**config.mk**
```make
export PLATFORM = sky130hd
export DESIGN_NAME = mod_counter
export DESIGN_NICKNAME = d
export VERILOG_FILES = /design/src/rtl/mod_counter_pkg.sv /design/src/rtl/mod_counter_tick_divider.sv /design/src/rtl/mod_counter.sv
export SDC_FILE = /design/constraint.sdc
export NUM_CORES = 1
export LEC_CHECK = 0
export ABC_AREA = 1
export CORE_MARGIN = 2
export CORE_UTILIZATION = 50
export CTS_BUF_LIST = sky130_fd_sc_hd__clkbuf_8
export DETAILED_ROUTE_END_ITERATION = 10
export PLACE_DENSITY = 0.79
export REMOVE_ABC_BUFFERS = 1
export SLEW_MARGIN = 20
export SYNTH_ARGS = -nofsm -noshare
export SYNTH_HDL_FRONTEND = slang
export SYNTH_HIERARCHICAL = 1
export SYNTH_SLANG_ARGS = --single-unit
export TNS_END_PERCENT = 50
```
**constraint.sdc**
```tcl
create_clock -name clk -period 1.9 [get_ports clk]
set_input_delay 0.19 -clock clk [delete_from_list [all_inputs] [get_ports clk]]
set_output_delay 0.19 -clock clk [all_outputs]
set_load 0.01 [all_outputs]
```
**src/rtl/mod_counter_pkg.sv**
```systemverilog
// ============================================================================
// Module   : mod_counter_pkg
// Brief    : Shared mode and state encodings for mod_counter.
// Revision : 1.0 - initial release
// ============================================================================
`default_nettype none

package mod_counter_pkg;

  typedef enum logic [1:0] {
    MODE_WRAP    = 2'd0,
    MODE_SAT     = 2'd1,
    MODE_ONESHOT = 2'd2,
    MODE_RSVD    = 2'd3
  } mode_e;

  localparam logic [0:0] ST_RUN  = 1'b0;
  localparam logic [0:0] ST_DONE = 1'b1;

endpackage

`default_nettype wire

```
**src/rtl/mod_counter_tick_divider.sv**
```systemverilog
// ============================================================================
// Module   : tick_divider
// Brief    : Prescaler producing one tick every presc+1 enabled cycles.
// Revision : 1.0 - initial release
// ============================================================================
`default_nettype none

module tick_divider #(
  parameter int PRESC_W = 8
) (
  input  logic               clk,
  input  logic               rst,
  input  logic               en,
  input  logic               sync_clr,
  input  logic [PRESC_W-1:0] presc,
  output logic               tick
);

  logic [PRESC_W-1:0] r_cnt;

  assign tick = en && (r_cnt == presc);

  always_ff @(posedge clk or negedge rst) begin
    if (!rst) begin
      r_cnt <= '0;
    end else if (sync_clr || tick) begin
      r_cnt <= '0;
    end else if (en) begin
      r_cnt <= r_cnt + 1'b1;
    end
  end

endmodule

`default_nettype wire

```
**src/rtl/mod_counter.sv**
```systemverilog
// ============================================================================
// Module   : mod_counter
// Brief    : Programmable up/down counter with prescaler, modulo top and
//            WRAP / SAT / ONESHOT terminal modes. Optional compare output is
//            built when MOD_COUNTER_CMP_EN is defined.
// Revision : 1.0 - initial release
// ============================================================================
`default_nettype none

module mod_counter
  import mod_counter_pkg::*;
#(
  parameter int WIDTH   = 32,
  parameter int PRESC_W = 8
) (
  input  logic               clk,
  input  logic               rst,
  input  logic               en,
  input  logic               clear,
  input  logic               load,
  input  logic [WIDTH-1:0]   load_val,
  input  logic               dir,
  input  logic [1:0]         mode,
  input  logic [WIDTH-1:0]   top,
  input  logic [PRESC_W-1:0] presc,
  output logic [WIDTH-1:0]   count,
  output logic               wrap,
  output logic               running
`ifdef MOD_COUNTER_CMP_EN
  ,
  input  logic [WIDTH-1:0]   cmp_val,
  output logic               cmp_match
`endif
);

  logic [0:0]       r_state;
  logic [0:0]       w_state_nxt;
  logic [WIDTH-1:0] r_count;
  logic [WIDTH-1:0] w_count_nxt;
  logic             r_wrap;
  logic             w_wrap_nxt;
  logic             w_tick;
  logic             w_terminal;

  tick_divider #(
    .PRESC_W (PRESC_W)
  ) u_tick_divider (
    .clk      (clk),
    .rst      (rst),
    .en       (en && (r_state == ST_RUN)),
    .sync_clr (clear || load),
    .presc    (presc),
    .tick     (w_tick)
  );

  // Up direction uses >= so a count left above top by load/top change ends next tick.
  assign w_terminal = dir ? (r_count >= top) : (r_count == '0);

  always_comb begin
    w_count_nxt = r_count;
    w_state_nxt = r_state;
    w_wrap_nxt  = 1'b0;
    if (clear) begin
      w_count_nxt = '0;
      w_state_nxt = ST_RUN;
    end else if (load) begin
      w_count_nxt = load_val;
      w_state_nxt = ST_RUN;
    end else if (w_tick) begin
      if (w_terminal) begin
        case (mode_e'(mode))
          MODE_SAT: begin
            w_count_nxt = r_count;
          end
          MODE_ONESHOT: begin
            w_wrap_nxt  = 1'b1;
            w_state_nxt = ST_DONE;
          end
          default: begin
            w_count_nxt = dir ? '0 : top;
            w_wrap_nxt  = 1'b1;
          end
        endcase
      end else begin
        w_count_nxt = dir ? (r_count + 1'b1) : (r_count - 1'b1);
      end
    end
  end

  always_ff @(posedge clk or negedge rst) begin
    if (!rst) begin
      r_count <= '0;
      r_wrap  <= 1'b0;
      r_state <= ST_RUN;
    end else begin
      r_count <= w_count_nxt;
      r_wrap  <= w_wrap_nxt;
      r_state <= w_state_nxt;
    end
  end

  assign count   = r_count;
  assign wrap    = r_wrap;
  assign running = (r_state == ST_RUN);

`ifdef MOD_COUNTER_CMP_EN
  logic r_cmp_match;

  always_ff @(posedge clk or negedge rst) begin
    if (!rst) begin
      r_cmp_match <= 1'b0;
    end else begin
      r_cmp_match <= (w_count_nxt == cmp_val);
    end
  end

  assign cmp_match = r_cmp_match;
`endif

endmodule

`default_nettype wire

```
==> results of run 1 <==
power groups by stage:
stage	logic [mW]	registers, mW	clock network (mW)
global placement	3.12	1.08	0
detailed placement	3.16	1.08	0
CTS	3.55	1.07	0.678
global route	4.09	1.09	0.699
floorplan	1.60	1.15	0
finish	3.73	1.09	0.657
worst reg2reg max path: stages (launching register included):
cell,delay [ns]
dfrtp_1,0.40
buf_4,0.15
nor2_1,0.09
nand4_1,0.19
or2_4,0.32
o21ai_4,0.26
buf_6,0.15
nand3_4,0.09
nand2_8,0.17
nand2_8,0.14
nand3_1,0.13
nand2_1,0.06
cell type report:
| type | instances | area (µm²) |
|---|---|---|
| Multi-Input combinational cell | 878 | 5190 |
| Inverter | 190 | 716 |
| Clock inverter | 3 | 21.3 |
| Fill cell | 963 | 2560 |
| Clock buffer | 5 | 68.8 |
| Tap cell | 172 | 215 |
| Timing Repair Buffer | 291 | 2690 |
| Sequential cell | 42 | 1050 |
cell usage after synthesis, drive strengths merged:
library cell    n  area (µm²)
buf            16         126
a21o            1        7.51
nand4          18         119
clkbuf         10        37.5
a21oi          36         188
inv           189         709
clkinv          1        3.75
o21bai          3        22.5
nand3b          8        60.1
nor2          144         568
o21a            5        37.5
xnor2          11        96.3
dfrtp          42        1050
or2             3        18.8
ha             65         813
o211ai          6        45.0
and2            1        6.26
xor2           12         105
nand3         112         571
o21ai          12        71.3
nor3            9        45.0
fa              1        20.0
nand2         425        1630
nor4            2        12.5
layout by cell type, fill, tap and decap left out, types with 24 or more instances in the layout:
cell and count:
a21oi_1 30, buf_4 155, clkdlybuf4s50_1 111, dfrtp_1 41
ha_1 41, ha_4 24, inv_1 181, nand2_1 383
nand2_2 34, nand3_1 95, nor2_1 109, nor2_2 30
worst max path at each step:
stage	start	end	slack [ns]	cells after the start
6_report	count[25]	count[4]	-0.36	11
2_1_floorplan	dir	count[31]	-0.46	15
4_1_cts	count[29]	count[1]	-0.29	11
5_1_grt	count[7]	count[4]	-0.51	17
3_5_place_dp	dir	count[20]	-0.86	17
3_3_place_gp	dir	count[20]	-0.86	17
through the flow:
| stage | setup slack (ns) | utilization |
|---|---|---|
| 2_1_floorplan | -0.461 | - |
| 3_3_place_gp | -0.857 | 0.709 |
| 3_5_place_dp | -0.864 | 0.709 |
| 4_1_cts | -0.286 | 0.785 |
| 5_1_grt | -0.508 | 0.795 |
| 6_report | -0.359 | 0.795 |
flip-flops by register name, summed over array words and instances, names as in the netlist:
name and flops:
count 32, r_state 1, u_tick_divider/r_cnt 8, wrap 1
timing repair:
action / CTS / global route
pin swaps: 34 / 6
cloned: 6 / 0
resized for setup: 117 / 32
hold endpoints to repair: 20 / 0
hold buffers: 1 / 0
endpoints found under the setup margin: 34 / 34
setup buffers: 15 / 0
metal layers:
layer,GRT usage,part of all wire,vias up,routed length (µm)
met3,0.0541,0.078,66,1930
met5,0,0,-,0
li1,-,-,4076,-
met1,0.486,0.43,3885,10500
met2,0.614,0.47,370,11500
met4,0.115,0.029,0,725
logic make-up after synthesis:
logic type | Yosys count | share of synthesized area
and+or+nand+nor | 722 | 0.476
buffers and inverters | 216 | 0.138
adders and majority gates | 66 | 0.131
AOI/OAI and AO/OA | 63 | 0.0584
DFF | 42 | 0.165
xor gates and xnor gates | 23 | 0.0316
==> flow_metrics.tcl, run 1 <==
set metrics [dict create \
    run_status "finished, violations left" \
    violated_checks "negative setup slack" \
    clk_latency_ns 0.34 \
    die-height_um 117 \
    dp.final_hpwl_mm 17.5 \
    drc_errors 0 \
    fin_skew_ns 0.0182 \
    grt_first_pass_wirelength_mm 38.7 \
    worstPathArrival_ns 2.48 \
    final_net_count 1554 \
    layout_min_cycle_time_ns 2.26 \
    instances_no_fill 1581 \
    maxCapViolCount 0 \
    setup.reg_to_reg.worst_slack_ns -0.36 \
    fin_worst_hold_slack_ns 0.374 \
    ant_nets 0 \
    place_congestion 0.981 \
    vias_in_the_first_global_route 8016 \
    setup_slack_ns -0.359 \
    design.portCount 114 \
    timing.critical_path.slowest_cell_delay_ns 0.40 \
    p_sw_mw 2.47 \
    finalSetupViolCount 34 \
    grt_max_degree 35 \
    seq_power_share 0.198 \
    placedCellCount 1551 \
    clock_tree.root_cell "clkbuf_8" \
    start_util 0.509 \
    cell_family_with_most_cp_delay "simple AND/OR/NAND/NOR gates" \
    ys_seq_elements 42 \
    required_ns 2.12 \
    period_share 1.19 \
    tightest_slew_ns 0.643 \
    slowest_stage "dfrtp_1" \
    hold_viol 0 \
    critPathLaunchType "flip-flop" \
    worstReg2RegEnd "count[4]" \
    power.combinational.fraction 0.681 \
    power_per_cell_area_nw_per_um2 550 \
    coreArea_um2 12500 \
    insertedDiodeCount 0 \
    clockPowerShare 0.120 \
    reg2regPathDepth 11 \
    synth.yosys.seq_area_share 0.165 \
    max_clock_freq_mhz 443 \
    timing.critical_path.cells "buf_4 -> nor2_1 -> nand4_1 -> or2_4 -> o21ai_4 -> buf_6 -> nand3_4 -> nand2_8 -> nand2_8 -> nand3_1 -> nand2_1" \
    avgViaCountPerCell 5.31 \
    dr_total_vias 8397 \
    dieWidth_um 117 \
    num_clock_sinks 42 \
    synth.cell_area_um2 6370 \
    end_kind "flip-flop" \
    flow.area_growth_from_synthesis_pct 56.3 \
    cts_tree "built" \
    setup_tns_ns -10.88 \
    layout-drive-gt1-share 0.238 \
    timing_max_transition_violations_final 0 \
    drt-total-wl_mm 24.6 \
    timing.critical_path.fanout_max 7 \
    vdd_ir_drop_max_mv 0.366 \
    worst_setup_hold_path_clk_slew_ns 0.10 \
    rsz0062_at_grt "true" \
    relSlewSlack 0.570 \
    grt_util_all_layers 0.366 \
    drt_iter0_markers 673 \
    power.share.switching 0.451 \
    syn_avg_cell_area_um2 5.62 \
    netlist_instances 1132 \
    reg2reg_from "count[25]" \
    route.detailed.wl_per_inst_um 15.6 \
    path_class "reg -> reg" \
    crit_buf_inv 2 \
    cellLeakagePower_nw 5.31 \
    worstHoldPathType "in -> async" \
    clock_tree.buffer_depth 2 \
    totalPowerFinal_mw 5.47 \
    synth_warnings 6 \
    grt_remaining_overflow 0 \
    post_dp_cell_area_um2 8870 \
    cts-htree-levels 2 \
    drt-pass1-iter-count 5 \
    design.die.area_um2 13700 \
    numCtsBuffers 5 \
    internal_power_mw 3.00 \
    critical_path.most_common_cell "nand2_8" \
    synth.lib_cells_used.distinct 36 \
    grt_antenna_before_repair 0 \
    number_of_placement_rows 41 \
    post-route-cell-area_um2 9950 \
    placement.io_buffers 113 \
]
Power figures use the tool's default switching activity.
==> inputs of run 2 (changes only) <==
--- a/config.mk
+++ b/config.mk
@@ -7,7 +7,7 @@
 export LEC_CHECK = 0
 export ABC_AREA = 1
 export CORE_MARGIN = 2
-export CORE_UTILIZATION = 50
+export CORE_UTILIZATION = 53
 export CTS_BUF_LIST = sky130_fd_sc_hd__clkbuf_8
 export DETAILED_ROUTE_END_ITERATION = 10
 export PLACE_DENSITY = 0.79
==> constraint.sdc (replaced) <==
create_clock -name clk -period 2.7 [get_ports clk]
set_input_delay 0.27 -clock clk [delete_from_list [all_inputs] [get_ports clk]]
set_output_delay 0.27 -clock clk [all_outputs]
set_load 0.01 [all_outputs]
==> run 2 against run 1 <==
Net effect: the flow now finishes without violations; design area fell by 15%; clock-buffer cell count grew 3; via count is 10% lower; combinational power decreased by 45%; flip-flop and latch count unchanged; sequential power decreased by 27%; critical path type is now in -> reg.
==> flow_metrics.tcl, run 2 (same netlist as run 1, synthesis figures left out) <==
set metrics [dict create \
    run_status "finished clean" \
    setup_tns_ns 0 \
    clock_tree.root_cell "clkbuf_8" \
    largest_register_ff_count 32 \
    placement.io_buffers 113 \
    layout_min_cycle_time_ns 2.54 \
    vdd_ir_drop_max_mv 0.250 \
    cellLeakagePower_nw 4.79 \
    dieWidth_um 114 \
    cts_tree "built" \
    drc_errors 0 \
    dr_total_vias 7524 \
    timing_max_transition_violations_final 0 \
    finalSetupViolCount 0 \
    grt_util_all_layers 0.328 \
    mostFrequentLayoutCells "417 x nand2_1, 185 x inv_1, 129 x nor2_1" \
    tightest_slew_ns 0.633 \
    post-route-cell-area_um2 8440 \
    max_clock_freq_mhz 394 \
    numCtsBuffers 5 \
    grt_antenna_before_repair 1 \
    power.combinational.fraction 0.607 \
    grt_remaining_overflow 0 \
    design.portCount 114 \
    required_ns 2.95 \
    end_kind "flip-flop" \
    clockPowerShare 0.159 \
    cts.repair_timing.setup_buffer_count 0 \
    worstHoldPathType "in -> async" \
    route.detailed.wl_per_inst_um 14.0 \
    avgViaCountPerCell 5.12 \
    start_util 0.537 \
    post-place-ws_ns -0.145 \
    p_sw_mw 1.52 \
    place_congestion 1.00 \
    grt_max_degree 65 \
    num_clock_sinks 42 \
    fin_worst_hold_slack_ns 0.490 \
    path_class "in -> reg" \
    die-height_um 114 \
    reg2reg_from "count[12]" \
    post_dp_cell_area_um2 8300 \
    setup_slack_ns 0.162 \
    worstPathArrival_ns 2.78 \
    seq_power_share 0.234 \
    grt_first_pass_wirelength_mm 34.1 \
    flow.area_growth_from_synthesis_pct 32.5 \
    clock_tree.buffer_depth 2 \
    cts-htree-levels 2 \
    period_share 0.940 \
    final_net_count 1468 \
    maxCapViolCount 0 \
    drt-total-wl_mm 20.6 \
    number_of_placement_rows 40 \
    design.die.area_um2 12900 \
    power.share.switching 0.444 \
    coreArea_um2 11900 \
    final.fill_count 1117 \
    totalPowerFinal_mw 3.42 \
    layout.cells.most_common "nand2_1" \
    fin_skew_ns 0.0122 \
    worst_setup_hold_path_clk_slew_ns 0.10 \
    dp.final_hpwl_mm 16.5 \
    ant_nets 0 \
    critPathLaunchType "primary input" \
    drt-pass1-iter-count 6 \
    vias_in_the_first_global_route 7201 \
    timing.critical_path.fanout_max 30 \
    relSlewSlack 0.578 \
    clk_latency_ns 0.34 \
    hold_viol 0 \
    internal_power_mw 1.90 \
    insertedDiodeCount 0 \
    power_per_cell_area_nw_per_um2 405 \
    cp-startpoint "dir" \
    layout-drive-gt1-share 0.104 \
    drt_iter0_markers 532 \
]
==> run 2: cell types whose count changed in the layout (fill, tap and decap cells not counted), sizes merged <==
cell,change
buf,-80
nand2,-4
clkbuf,+3
bufbuf,-2
clkinv,-2
clkdlybuf4s50,+1
clkinvlp,-1
dlygate4sd2,-1
==> run 2: critical path: stages <==
cell,delay [ns]
clkdlybuf4s50_1,0.51
inv_2,0.08
buf_12,0.17
ha_1,0.39
nand2_1,0.13
nor2_1,0.16
nand3_1,0.11
nand2_1,0.16
nand2_1,0.07
nand2_1,0.12
nand2_1,0.12
nand2_1,0.10
nand2_1,0.05
nand2_1,0.05
nand2_1,0.05
nand2_1,0.06
nand2_1,0.05
nand2_1,0.07
nand2_1,0.05
==> run 2: power by group through the flow <==
stage	sequential [mW]	clock [mW]	combinational, mW
6_report	0.799	0.544	2.07
2_1_floorplan	0.807	0	1.12
3_5_place_dp	0.809	0	2.04
5_1_grt	0.807	0.562	2.33
4_1_cts	0.797	0.542	2.05
3_3_place_gp	0.807	0	2.01
==> run 2: stage by stage <==
| step | std cells | util |
|---|---|---|
| detailed placement | 1461 | 0.700 |
| floorplan | 1106 | - |
| CTS | 1469 | 0.709 |
| global placement | 1461 | 0.700 |
| finish | 1470 | 0.711 |
| global route | 1470 | 0.711 |
==> run 2: area by class of cell <==
type,instances,area [µm²],area share
clock buffer,8,110,0.0131
inverter,190,713,0.0845
tap,147,184,0.0218
sequential,42,1050,0.125
multi-input combinational,874,4450,0.528
timing repair buffer,209,1930,0.228
==> run 2: worst paths after layout <==
| kind | slack, ns | cells after the start | to |
|---|---|---|---|
| min in group clk | 0.58 | 2 | count[10] |
| max | 0.16 | 19 | count[27] |
| min | 0.49 | 2 | count[25] |
| max in group asynchronous | 1.77 | 2 | count[16] |
| min reg2reg | 0.58 | 2 | count[10] |
| max reg2reg | 0.19 | 10 | count[17] |
==> run 2: timing repair <==
| action | in CTS | in global routing |
|---|---|---|
| gates resized for setup | 0 | 5 |
| hold buffers | 0 | 1 |
| endpoints found under the setup margin | 0 | 5 |
| endpoints found under the hold margin | 0 | 24 |
==> run 2: metal layers <==
| layer | part of all wire | GRT usage | wire, µm |
|---|---|---|---|
| met5 | 0.00049 | 0 | 10 |
| met1 | 0.47 | 0.449 | 9630 |
| met4 | 0.022 | 0.102 | 454 |
| met3 | 0.055 | 0.0399 | 1140 |
| met2 | 0.45 | 0.542 | 9380 |
==> inputs of run 3 (changes only) <==
--- a/config.mk
+++ b/config.mk
@@ -10,11 +10,10 @@
 export CORE_UTILIZATION = 53
 export CTS_BUF_LIST = sky130_fd_sc_hd__clkbuf_8
 export DETAILED_ROUTE_END_ITERATION = 10
-export PLACE_DENSITY = 0.79
+export PLACE_DENSITY = 0.8
 export REMOVE_ABC_BUFFERS = 1
 export SLEW_MARGIN = 20
 export SYNTH_ARGS = -nofsm -noshare
 export SYNTH_HDL_FRONTEND = slang
-export SYNTH_HIERARCHICAL = 1
 export SYNTH_SLANG_ARGS = --single-unit
 export TNS_END_PERCENT = 50
==> run 3 against run 2 <==
Net effect: combinational power fell by 6%; first-iteration DRC count fell by 17%; synthesized cell count fell by 5.4%; register-to-register slack improved by 0.15 ns; largest cell class unchanged.
==> flow_metrics.tcl, run 3 <==
set metrics [dict create \
    run_status "finished clean" \
    max_clock_freq_mhz 403 \
    top_post_synthesis_cells_by_count "421 x nand2_1, 162 x inv_1, 101 x nor2_1" \
    period_share 0.918 \
    drc_errors 0 \
    maxCapViolCount 0 \
    ys.flop_type "dfrtp_1" \
    design.portCount 114 \
    seq_power_share 0.243 \
    grt_first_pass_wirelength_mm 30.9 \
    timing_max_transition_violations_final 0 \
    fin_skew_ns 0.0104 \
    clock_tree.buffer_depth 2 \
    mostFrequentLayoutCells "421 x nand2_1, 162 x inv_1, 112 x clkdlybuf4s50_1" \
    post-synth-top-area-cell "nand2_1" \
    power.combinational.fraction 0.587 \
    power.share.switching 0.443 \
    timing.critical_path.fanout_max 20 \
    clock_tree.root_cell "clkbuf_8" \
    synth.yosys.seq_area_share 0.174 \
    route.detailed.wl_per_inst_um 13.3 \
    insertedDiodeCount 0 \
    power_per_cell_area_nw_per_um2 424 \
    internal_power_mw 1.84 \
    place_congestion 0.952 \
    cts_tree "built" \
    cts-htree-levels 2 \
    placement.io_buffers 113 \
    drt-total-wl_mm 18.2 \
    final.fill_count 1000 \
    critPathLaunchType "primary input" \
    synth.cell_area_um2 6020 \
    vias_in_the_first_global_route 6556 \
    synth_warnings 0 \
    grt_max_degree 65 \
    hold_viol 0 \
    reg2reg_from "count[0]" \
    clk_latency_ns 0.34 \
    dr_total_vias 7060 \
    required_ns 2.94 \
    timing.critical_path.cells "clkdlybuf4s50_1 -> inv_2 -> buf_12 -> ha_1 -> a21oi_1 -> buf_4 -> nand2_1 -> a21oi_1 -> nand2_1 -> nand2_1 -> nand3b_1 -> nand2_1 -> nand2_1 -> nand2_1 -> nand2_1 -> nand2_1 -> nand2_1" \
    slowest_stage "clkdlybuf4s50_1" \
    finalSetupViolCount 0 \
    timing.critical_path.slowest_cell_delay_ns 0.52 \
    vdd_ir_drop_max_mv 0.336 \
    ys_seq_elements 42 \
    tightest_slew_ns 0.639 \
    yosys.area.top_type_share 0.262 \
    worstHoldPathType "in -> async" \
    clockPowerShare 0.170 \
    worstPathArrival_ns 2.72 \
    cts.repair_timing.setup_buffer_count 0 \
    synth.lib_cells_used.distinct 32 \
    totalPowerFinal_mw 3.31 \
    path_class "in -> reg" \
    coreArea_um2 11000 \
    syn_avg_cell_area_um2 5.62 \
    dp.final_hpwl_mm 14.1 \
    drt_iter0_markers 439 \
    worst_setup_hold_path_clk_slew_ns 0.09 \
    design.die.area_um2 12200 \
    p_sw_mw 1.47 \
    end_kind "flip-flop" \
    layout-drive-gt1-share 0.0605 \
    relSlewSlack 0.574 \
    die-height_um 111 \
    rsz0062_at_grt "false" \
    synth_enable_flop_cells 0 \
    critical_path.most_common_cell "nand2_1" \
    cellLeakagePower_nw 4.43 \
    dieWidth_um 111 \
    layout.cells.most_common "nand2_1" \
    numCtsBuffers 5 \
    yosys.cell_count.top_type "nand2_1" \
    drt-pass1-iter-count 5 \
    synth_async_sr_flop_share 1.00 \
    setup_tns_ns 0 \
    largest_register_ff_count 32 \
    number_of_placement_rows 38 \
    flow.area_growth_from_synthesis_pct 29.8 \
    cp-startpoint "dir" \
    avgViaCountPerCell 5.18 \
    netlist_instances 1071 \
    final_net_count 1368 \
    layout_min_cycle_time_ns 2.48 \
    grt_util_all_layers 0.300 \
    synth_top_cells_by_area "nand2_1 26%, dfrtp_1 17%, ha_1 14%, inv_1 10%, nand3_1 7.1%" \
    grt_remaining_overflow 0 \
    ant_nets 0 \
    num_clock_sinks 42 \
    start_util 0.548 \
    grt_antenna_before_repair 0 \
]
## run 3: cells by family (layout without fill, tap and decap cells)
kind of cell / after synthesis / in the layout / synth area share
flip-flops: 42 / 42 / 0.174
AND/OR/NAND/NOR: 653 / 653 / 0.444
buffers and inverters: 191 / 343 / 0.121
adder cells (fa/ha/maj): 66 / 66 / 0.138
XOR/XNOR: 27 / 27 / 0.0393
AO/OA/AOI/OAI: 92 / 92 / 0.0829
## run 3: power groups by stage
| stage | Combinational [mW] | Clock, mW | Sequential, mW |
|---|---|---|---|
| floorplan | 1.13 | 0 | 0.814 |
| global placement | 1.88 | 0 | 0.813 |
| detailed placement | 1.91 | 0 | 0.814 |
| CTS | 1.93 | 0.564 | 0.803 |
| global route | 2.19 | 0.585 | 0.818 |
| finish | 1.94 | 0.564 | 0.805 |
## run 3: stage by stage
stage	area [µm²]	hold slack, ns	setup slack, ns	instances	util
after CTS	7800	0.141	0.289	1362	0.710
after floorplan	5910	-0.0256	-0.00625	1045	-
after detailed placement	7680	0.500	-0.0634	1354	0.700
after global placement	7680	0.494	-0.0409	1354	0.700
after global routing	7820	0.537	0.0189	1363	0.712
final	7820	0.471	0.221	1363	0.712
## run 3: layout make-up
type	count	area [µm²]	area share
clock buffer	5	68.8	0.00880
clock inverter	3	45.0	0.00576
inverter	165	619	0.0792
multi-input combinational	838	4250	0.543
sequential	42	1050	0.134
tap	140	175	0.0224
timing repair buffer	170	1610	0.206
## run 3: path summary, 6_finish.rpt
path                                      endpoint  slack, ns  cells past startpoint
max                                      count[30]       0.22                     17
min                                       count[5]       0.47                      2
max reg2reg                              count[28]       0.34                     19
min reg2reg                                r_state       0.58                      2
max in group asynchronous  u_tick_divider.r_cnt[6]       1.82                      2
min in group clk                           r_state       0.58                      2
## run 3: worst max-delay path, delay by kind of cell
| family | cells | cell delay, ns |
|---|---|---|
| buf+inv | 4 | 0.92 |
| simple gates | 10 | 0.83 |
| compound gates | 2 | 0.35 |
| fa+ha+maj | 1 | 0.34 |
## run 3: metal layers
layer	routed length (µm)	GRT usage	up-vias
met4	330	0.0883	0
li1	-	-	3644
met3	1020	0.0346	24
met2	8140	0.486	229
met1	8670	0.420	3163
met5	0	0	-
## run 3: what timing repair did
item,CTS,global route
gates resized for setup,0,1
endpoints found under the hold margin,0,31
hold buffers,0,1
endpoints found under the setup margin,0,1
